File: config.mk
export PLATFORM = sky130hd
export DESIGN_NAME = counter_arbiter
export DESIGN_NICKNAME = d
export VERILOG_FILES = /design/src/rtl/counter_arbiter.sv
export SDC_FILE = /design/constraint.sdc
export NUM_CORES = 1
export LEC_CHECK = 0
export CAP_MARGIN = 10
export CORE_MARGIN = 2
export CORE_UTILIZATION = 40
export CTS_CLUSTER_SIZE = 24
export DETAILED_ROUTE_END_ITERATION = 10
export PLACE_DENSITY = 0.88
export SYNTH_ARGS = -nofsm -noshare
export SYNTH_HDL_FRONTEND = slang
export SYNTH_SLANG_ARGS = --single-unit
File: constraint.sdc
create_clock -name clk -period 4.25 [get_ports clk]
set_input_delay 0.85 -clock clk [delete_from_list [all_inputs] [get_ports clk]]
set_output_delay 0.85 -clock clk [all_outputs]
set_load 0.1 [all_outputs]
File: src/rtl/counter_arbiter.sv
// Round-robin arbiter that lends one shared up-counter to NUM_REQ requesters,
// clearing it, running it to the winner's target length and pulsing done.
module counter_arbiter #(
    parameter int NUM_REQ = 4,
    parameter int CNT_W   = 4
) (
    input  logic                     clk,
    input  logic                     reset,
    input  logic [NUM_REQ-1:0]       req,
    input  logic [NUM_REQ*CNT_W-1:0] len,
    input  logic [CNT_W-1:0]         cnt_value,
    output logic                     cnt_reset,
    output logic                     cnt_enable,
    output logic [NUM_REQ-1:0]       gnt,
    output logic [NUM_REQ-1:0]       done,
    output logic                     busy,
    output logic [1:0]               state_o
);

    localparam int IDX_W = (NUM_REQ > 1) ? $clog2(NUM_REQ) : 1;

    localparam logic [1:0] IDLE  = 2'd0;
    localparam logic [1:0] CLEAR = 2'd1;
    localparam logic [1:0] RUN   = 2'd2;
    localparam logic [1:0] DONE  = 2'd3;

    // Handshake: req is a level held by the requester until it sees its done bit;
    // dropping it while granted (before DONE) aborts the job without a done pulse.

    logic [1:0]       state_q, state_d;
    logic [IDX_W-1:0] last_q, last_d;
    logic [IDX_W-1:0] win_q, win_d;
    logic [CNT_W-1:0] tgt_q, tgt_d;

    logic             pick_found;
    logic [IDX_W-1:0] pick_idx;
    logic [CNT_W-1:0] pick_len;
    logic [NUM_REQ-1:0] win_onehot;

    // Scan starts just past the previous winner and wraps around.
    always_comb begin : pick
        int cand;
        cand       = 0;
        pick_found = 1'b0;
        pick_idx   = '0;
        for (int i = 1; i <= NUM_REQ; i++) begin
            cand = int'(last_q) + i;
            if (cand >= NUM_REQ) cand = cand - NUM_REQ;
            if (!pick_found && req[cand[IDX_W-1:0]]) begin
                pick_found = 1'b1;
                pick_idx   = cand[IDX_W-1:0];
            end
        end
    end

    assign pick_len = len[pick_idx*CNT_W +: CNT_W];

    always_comb begin
        state_d = state_q;
        last_d  = last_q;
        win_d   = win_q;
        tgt_d   = tgt_q;
        case (state_q)
            IDLE: begin
                if (pick_found) begin
                    win_d   = pick_idx;
                    tgt_d   = pick_len;
                    state_d = CLEAR;
                end
            end
            CLEAR: begin
                if (!req[win_q]) begin
                    state_d = IDLE;
                    last_d  = win_q;
                end else begin
                    state_d = RUN;
                end
            end
            RUN: begin
                if (!req[win_q]) begin
                    state_d = IDLE;
                    last_d  = win_q;
                end else if (cnt_value == tgt_q) begin
                    state_d = DONE;
                end
            end
            default: begin
                state_d = IDLE;
                last_d  = win_q;
            end
        endcase
    end

    always_ff @(posedge clk) begin
        if (reset) begin
            state_q <= IDLE;
            last_q  <= IDX_W'(NUM_REQ - 1);
            win_q   <= '0;
            tgt_q   <= '0;
        end else begin
            state_q <= state_d;
            last_q  <= last_d;
            win_q   <= win_d;
            tgt_q   <= tgt_d;
        end
    end

    // Enable drops on the cycle the counter reaches the target, so it never wraps.
    assign win_onehot = NUM_REQ'(1) << win_q;
    assign busy       = (state_q != IDLE);
    assign gnt        = busy ? win_onehot : '0;
    assign done       = (state_q == DONE) ? win_onehot : '0;
    assign cnt_reset  = (state_q == CLEAR);
    assign cnt_enable = (state_q == RUN) && (cnt_value != tgt_q);
    assign state_o    = state_q;

endmodule
==> results.txt, run 1 <==
Ratio of cells with drive above 1 in the final layout = 0.0800
Total Wirelength = 1.96 mm
Clock Power Share = 0.146
Vias post-DR = 822
Post-synth cell types = 31
Combinational power share = 0.601
Std cell rows = 16
Hold Crit Class = reg -> reg
Final-stage net count = 156
Total CTS buffers = 3
Post-route cell area = 1220 um^2
DR WL/cell = 12.9 um
Post-CTS setup buffer count = 0
Post-Route Setup TNS = 0 ps
PD cells = 490 nW/um^2
Top Usage Layer GRT = met2
Setup WS pre-CTS = 1210 ps
Post-Syn Nets = 118
Most frequent cells in the layout = clkdlybuf4s50_1, mux2i_1, dfxtp_1
Total Routing Usage GR = 0.186
Placed Cells = 148
Slew @ Worst Pin = 975 ps
CP Launch Type = flop
TritonCTS clock tree = yes
Hold Violations, Final = 0
Clock-pin slew on the worst setup and hold paths = 70 ps
Final Setup Violations = 0
Pwr Total = 598 uW
Sw frac = 0.500
Gr ovfl total = 0
Initial antenna violation count = 0
Root buffer cell = clkbuf_4
Fmax = 0.300 GHz
Pleak = 0.508 nW
Post-route clock skew = 0.494 ps
Most common cell after layout, fill and taps aside = clkdlybuf4s50_1
Area Growth Syn to Fin = 52.3%
Core Box Area = 1920 um^2
H-tree levels = 1
Share of the synthesized area in the top cell type = 0.250
Setup ws final = 915 ps
Placed cell area = 1180 um^2
Worst hold slack = 535 ps
Routing usage on met1 = 0.192
Port Buf Inserts = 38
Initial core utilization = 0.417
Layout Utilization = 0.635
Sequential element share of the synthesized area = 0.250
Hold_buf cts = 0
DRT Pass-1 Iters = 4
Clock latency on the worst-skew pair = 270 ps
Post-CTS Resized = 0
Post-synthesis average cell area = 9.11 um^2
Net Sw Power = 299 uW
Sequential Power Share = 0.253
Type of element capturing the critical path = output pin
Die Area = 2380 um^2
DR vias/cell = 5.41
Vias in the first global route = 820
Final period util = 0.785
Worst slew margin = 0.348
CP Max Fanout = 9
Initial drt markers = 6
Worst EP required = 3400 ps
Die Ht = 48.8 um
GPL Wtd Cong = 0.723
Min Tclk post-route = 3340 ps
Status = complete, no violations
Unrepaired setup endpoints after global routing = no
Leading area contributor after synthesis = dfxtp_1
IO Pins = 39
Internal = 299 uW
Arr. time, crit path = 2490 ps
Synth Instances = 88
Synth area leaders = dfxtp_1, mux2i_1, ha_1, o221ai_1, nand3b_1
Max-slew violations = 0
Met2 Use GR = 0.345
Worst IR Drop VDD = 359 uV
GR Layer Usage met3 = 0.0613
Setup CP Type = reg -> out
Antenna Cells = 0
Die width = 48.8 um
Yosys reg bits = 10
Final non-filler cell total = 152
Global-route wire length before repair = 3.44 mm
Clock Tree Buf Depth = 2
DR DRC count = 0
Max Cap Viol = 0
Yosys warning count = 0
Largest net degree at the start of global routing = 13
Post-Syn Area = 802 um^2
Clk sinks = 10
Post-route ant nets = 0
## power by group through the flow
stage	Combinational, mW	Clock [mW]	Sequential (mW)
after floorplan	0.267	0	0.170
after global placement	0.354	0	0.151
after detailed placement	0.360	0	0.153
after CTS	0.361	0.0892	0.151
after global routing	0.380	0.0938	0.157
final	0.360	0.0871	0.151
## worst max-delay path, cell delays in order (launching register included)
cell and delay, ps:
dfxtp_1 400, inv_1 80, ha_1 300, nor3b_1 250, clkdlybuf4s50_1 1170
## area by class of cell
type	count	area [um^2]
fill	156	701
multi-input combinational	68	551
timing repair buffer	39	385
sequential	10	200
clock buffer	4	36.3
tap	27	33.8
inverter	4	15.0
## metal layers
layer | vias to the layer above | routed length [um]
met4 | 0 | 34
met2 | 38 | 1060
met1 | 376 | 734
li1 | 402 | -
met3 | 6 | 139
met5 | - | 0
## flip-flops by register name, summed over array words and instances (netlist names)
name	cells
last_q	2
state_o	2
tgt_q	4
win_q	2
## cell usage after synthesis
cell / n
and3_1: 2
buf_6: 1
a2bb2oi_1: 1
nand2b_1: 5
nor3_1: 1
o41ai_2: 1
dfxtp_1: 10
nor2b_1: 2
mux2i_1: 11
a22o_1: 1
clkbuf_1: 2
a21oi_2: 1
buf_4: 1
nor4_1: 1
a21oi_1: 4
a31oi_1: 1
and3b_1: 2
nor2_1: 7
o221ai_1: 5
buf_2: 1
nand2_1: 2
mux4_2: 1
ha_1: 4
a211oi_1: 1
nand3b_1: 5
nor3b_1: 3
o41a_1: 1
dlygate4sd3_1: 1
inv_1: 4
a211o_1: 2
xor2_1: 4
## kinds of logic after synthesis
group           synth area share
flops                      0.250
compound gates             0.186
mux                        0.165
xor+xnor                  0.0437
buf+inv                   0.0702
simple gates               0.223
fa+ha+maj                 0.0624
## final timing paths
| kind | start | end | slack [ps] | depth (start not counted) |
|---|---|---|---|---|
| max | state_o[0] | gnt[1] | 910 | 4 |
| min | tgt_q[1] | tgt_q[1] | 530 | 2 |
| max reg2reg | win_q[1] | last_q[0] | 2420 | 4 |
| min reg2reg | tgt_q[1] | tgt_q[1] | 530 | 2 |
No activity file was read; power rests on OpenSTA's default activity.
==> run 2, diff against run 1 <==
--- a/config.mk
+++ b/config.mk
@@ -7,10 +7,10 @@
 export LEC_CHECK = 0
 export CAP_MARGIN = 10
 export CORE_MARGIN = 2
-export CORE_UTILIZATION = 40
+export CORE_UTILIZATION = 36
 export CTS_CLUSTER_SIZE = 24
 export DETAILED_ROUTE_END_ITERATION = 10
-export PLACE_DENSITY = 0.88
+export PLACE_DENSITY = 0.84
 export SYNTH_ARGS = -nofsm -noshare
 export SYNTH_HDL_FRONTEND = slang
 export SYNTH_SLANG_ARGS = --single-unit
==> constraint.sdc (replaced) <==
create_clock -name clk -period 3 [get_ports clk]
set_input_delay 0.6 -clock clk [delete_from_list [all_inputs] [get_ports clk]]
set_output_delay 0.6 -clock clk [all_outputs]
set_load 0.1 [all_outputs]
==> run 2 against run 1 <==
Clock skew increased by 2.7 ps. Cell count increased by 0.66%. Combinational power rose by 42%. Wire length is 0.46% lower. Clock-buffer cell count did not move. Register-to-register slack worse by 1300 ps. Critical path depth unchanged. Sequential power grew 45%. Power up 42%. Critical endpoint is now cnt_enable. Highest routed layer unchanged.
==> results.txt, run 2 (synthesis results as in run 1) <==
Std cell rows = 17 (was 16)
Met1 wire length = 770 um (was 734 um)
CP Launch Type = input port (was flop)
Final-stage net count = 156 (unchanged)
Type of element capturing the critical path = output pin (unchanged)
Antenna Cells = 0 (unchanged)
Total CTS buffers = 3 (unchanged)
Setup CP Type = in -> out (was reg -> out)
Worst IR Drop VDD = 402 uV (was 359 uV)
IO Pins = 39 (unchanged)
Placed cell area = 1190 um^2 (was 1180 um^2)
Hold Crit Class = reg -> reg (unchanged)
Max-slew violations = 0 (unchanged)
Initial antenna violation count = 0 (unchanged)
DR vias/cell = 5.25 (was 5.41)
Initial drt markers = 7 (was 6)
Pwr Total = 852 uW (was 598 uW)
Post-CTS Resized = 0 (unchanged)
DR WL/cell = 12.8 um (was 12.9 um)
Post-Route Setup TNS = 0 ps (unchanged)
Met3 WL = 118 um (was 139 um)
Largest reg by FF count = tgt_q (unchanged)
Die width = 51.2 um (was 48.8 um)
Min Tclk post-route = 2430 ps
Die Ht = 51.2 um (was 48.8 um)
Pleak = 0.539 nW (was 0.508 nW)
Ratio of cells with drive above 1 in the final layout = 0.224 (was 0.0800)
Vias in the first global route = 714 (was 820)
Hold Violations, Final = 0 (unchanged)
R2r endpoint = last_q[1] (was last_q[0])
Gr ovfl total = 0 (unchanged)
Post-route ant nets = 0 (unchanged)
Arr. time, crit path = 1830 ps (was 2490 ps)
Core Box Area = 2150 um^2 (was 1920 um^2)
Global-route wire length before repair = 3.13 mm (was 3.44 mm)
Worst EP required = 2400 ps (was 3400 ps)
Max Cap Viol = 0 (unchanged)
Total Wirelength = 1.95 mm (was 1.96 mm)
Reg2reg path depth = 4 (unchanged)
Layout Utilization = 0.570 (was 0.635)
Setup crit end = cnt_enable (was gnt[1])
Setup ws final = 566 ps (was 915 ps)
Post-route clock skew = 3.17 ps (was 0.494 ps)
Post-route cell area = 1220 um^2 (about the same)
Worst slew margin = 0.649 (was 0.348)
Slew @ Worst Pin = 522 ps (was 975 ps)
Most common cell after layout, fill and taps aside = clkdlybuf4s50_1 (unchanged)
Initial core utilization = 0.373 (was 0.417)
Hold_buf cts = 0 (unchanged)
Final Setup Violations = 0 (unchanged)
Placed Cells = 149 (was 148)
Root buffer cell = clkbuf_4 (unchanged)
WL met2 = 1.02 mm (was 1.06 mm)
Total Routing Usage GR = 0.163 (was 0.186)
TritonCTS clock tree = yes (unchanged)
GPL Wtd Cong = 0.764 (was 0.723)
Worst hold slack = 533 ps (was 535 ps)
Clock-pin slew on the worst setup and hold paths = 70 ps (about the same)
Die Area = 2620 um^2 (was 2380 um^2)
Setup WS pre-CTS = 512 ps (was 1210 ps)
Hpwl dp = 1.65 mm
Most frequent cells in the layout = clkdlybuf4s50_1, buf_4, mux2i_1 (was clkdlybuf4s50_1, mux2i_1, dfxtp_1)
Area Growth Syn to Fin = 52.6% (was 52.3%)
Post-CTS setup buffer count = 0 (unchanged)
Final period util = 0.811
DRT Pass-1 Iters = 4 (unchanged)
R2R setup slack = 1130 ps (was 2420 ps)
DR DRC count = 0 (unchanged)
Highest routed layer = met4 (unchanged)
Port Buf Inserts = 38 (unchanged)
Clock latency on the worst-skew pair = 260 ps (was 270 ps)
Final non-filler cell total = 153 (was 152)
Vias post-DR = 804 (was 822)
Crit path launch = cnt_value[3] (was state_o[0])
H-tree levels = 1 (unchanged)
CP Max Fanout = 3 (was 9)
Largest net degree at the start of global routing = 13 (unchanged)
Clk sinks = 10 (unchanged)
Clock Tree Buf Depth = 2 (unchanged)
Fmax = 0.411 GHz
Largest register FFs = 4 (unchanged)
R2R Path Start = win_q[1] (unchanged)
PD cells = 696 nW/um^2 (was 490 nW/um^2)
Status = complete, no violations (unchanged)
Unrepaired setup endpoints after global routing = no (unchanged)
-- run 2: cell types whose count changed in the layout (fill, tap and decap cells not counted), sizes merged --
cell           before  now
clkdlybuf4s50      37   25
buf                 2   14
-- run 2: layout make-up --
type,count,area (um^2)
fill,183,925
multi-input combinational,68,567
timing repair buffer,39,368
sequential,10,203
clock buffer,4,36.3
tap,28,35.0
inverter,4,15.0
-- run 2: worst min path at each step --
| stage | start | slack (ps) | depth (start not counted) | endpoint |
|---|---|---|---|---|
| floorplan | tgt_q[0] | 490 | 2 | tgt_q[0] |
| CTS | tgt_q[1] | 530 | 2 | tgt_q[1] |
| finish | tgt_q[0] | 530 | 2 | tgt_q[0] |
| detailed placement | tgt_q[0] | 510 | 2 | tgt_q[0] |
| global placement | tgt_q[1] | 510 | 2 | tgt_q[1] |
| global route | state_o[0] | 560 | 2 | state_o[0] |
-- run 2: layer usage --
layer / vias up / GRT usage
met3: 5 / 0.0205
met1: 363 / 0.174
li1: 402 / -
met4: 0 / 0.0946
met2: 34 / 0.303
met5: - / 0
-- run 2: power by group --
part	switching [mW]	internal (mW)	total, mW
logic	0.334	0.178	0.512
registers	0.0479	0.171	0.219
clock network	0.0469	0.0737	0.121
total	0.429	0.423	0.852
-- run 2: critical path, stage by stage --
cell and delay, ps:
clkdlybuf4s50_1 410, xor2_1 140, o41a_1 490, buf_12 200
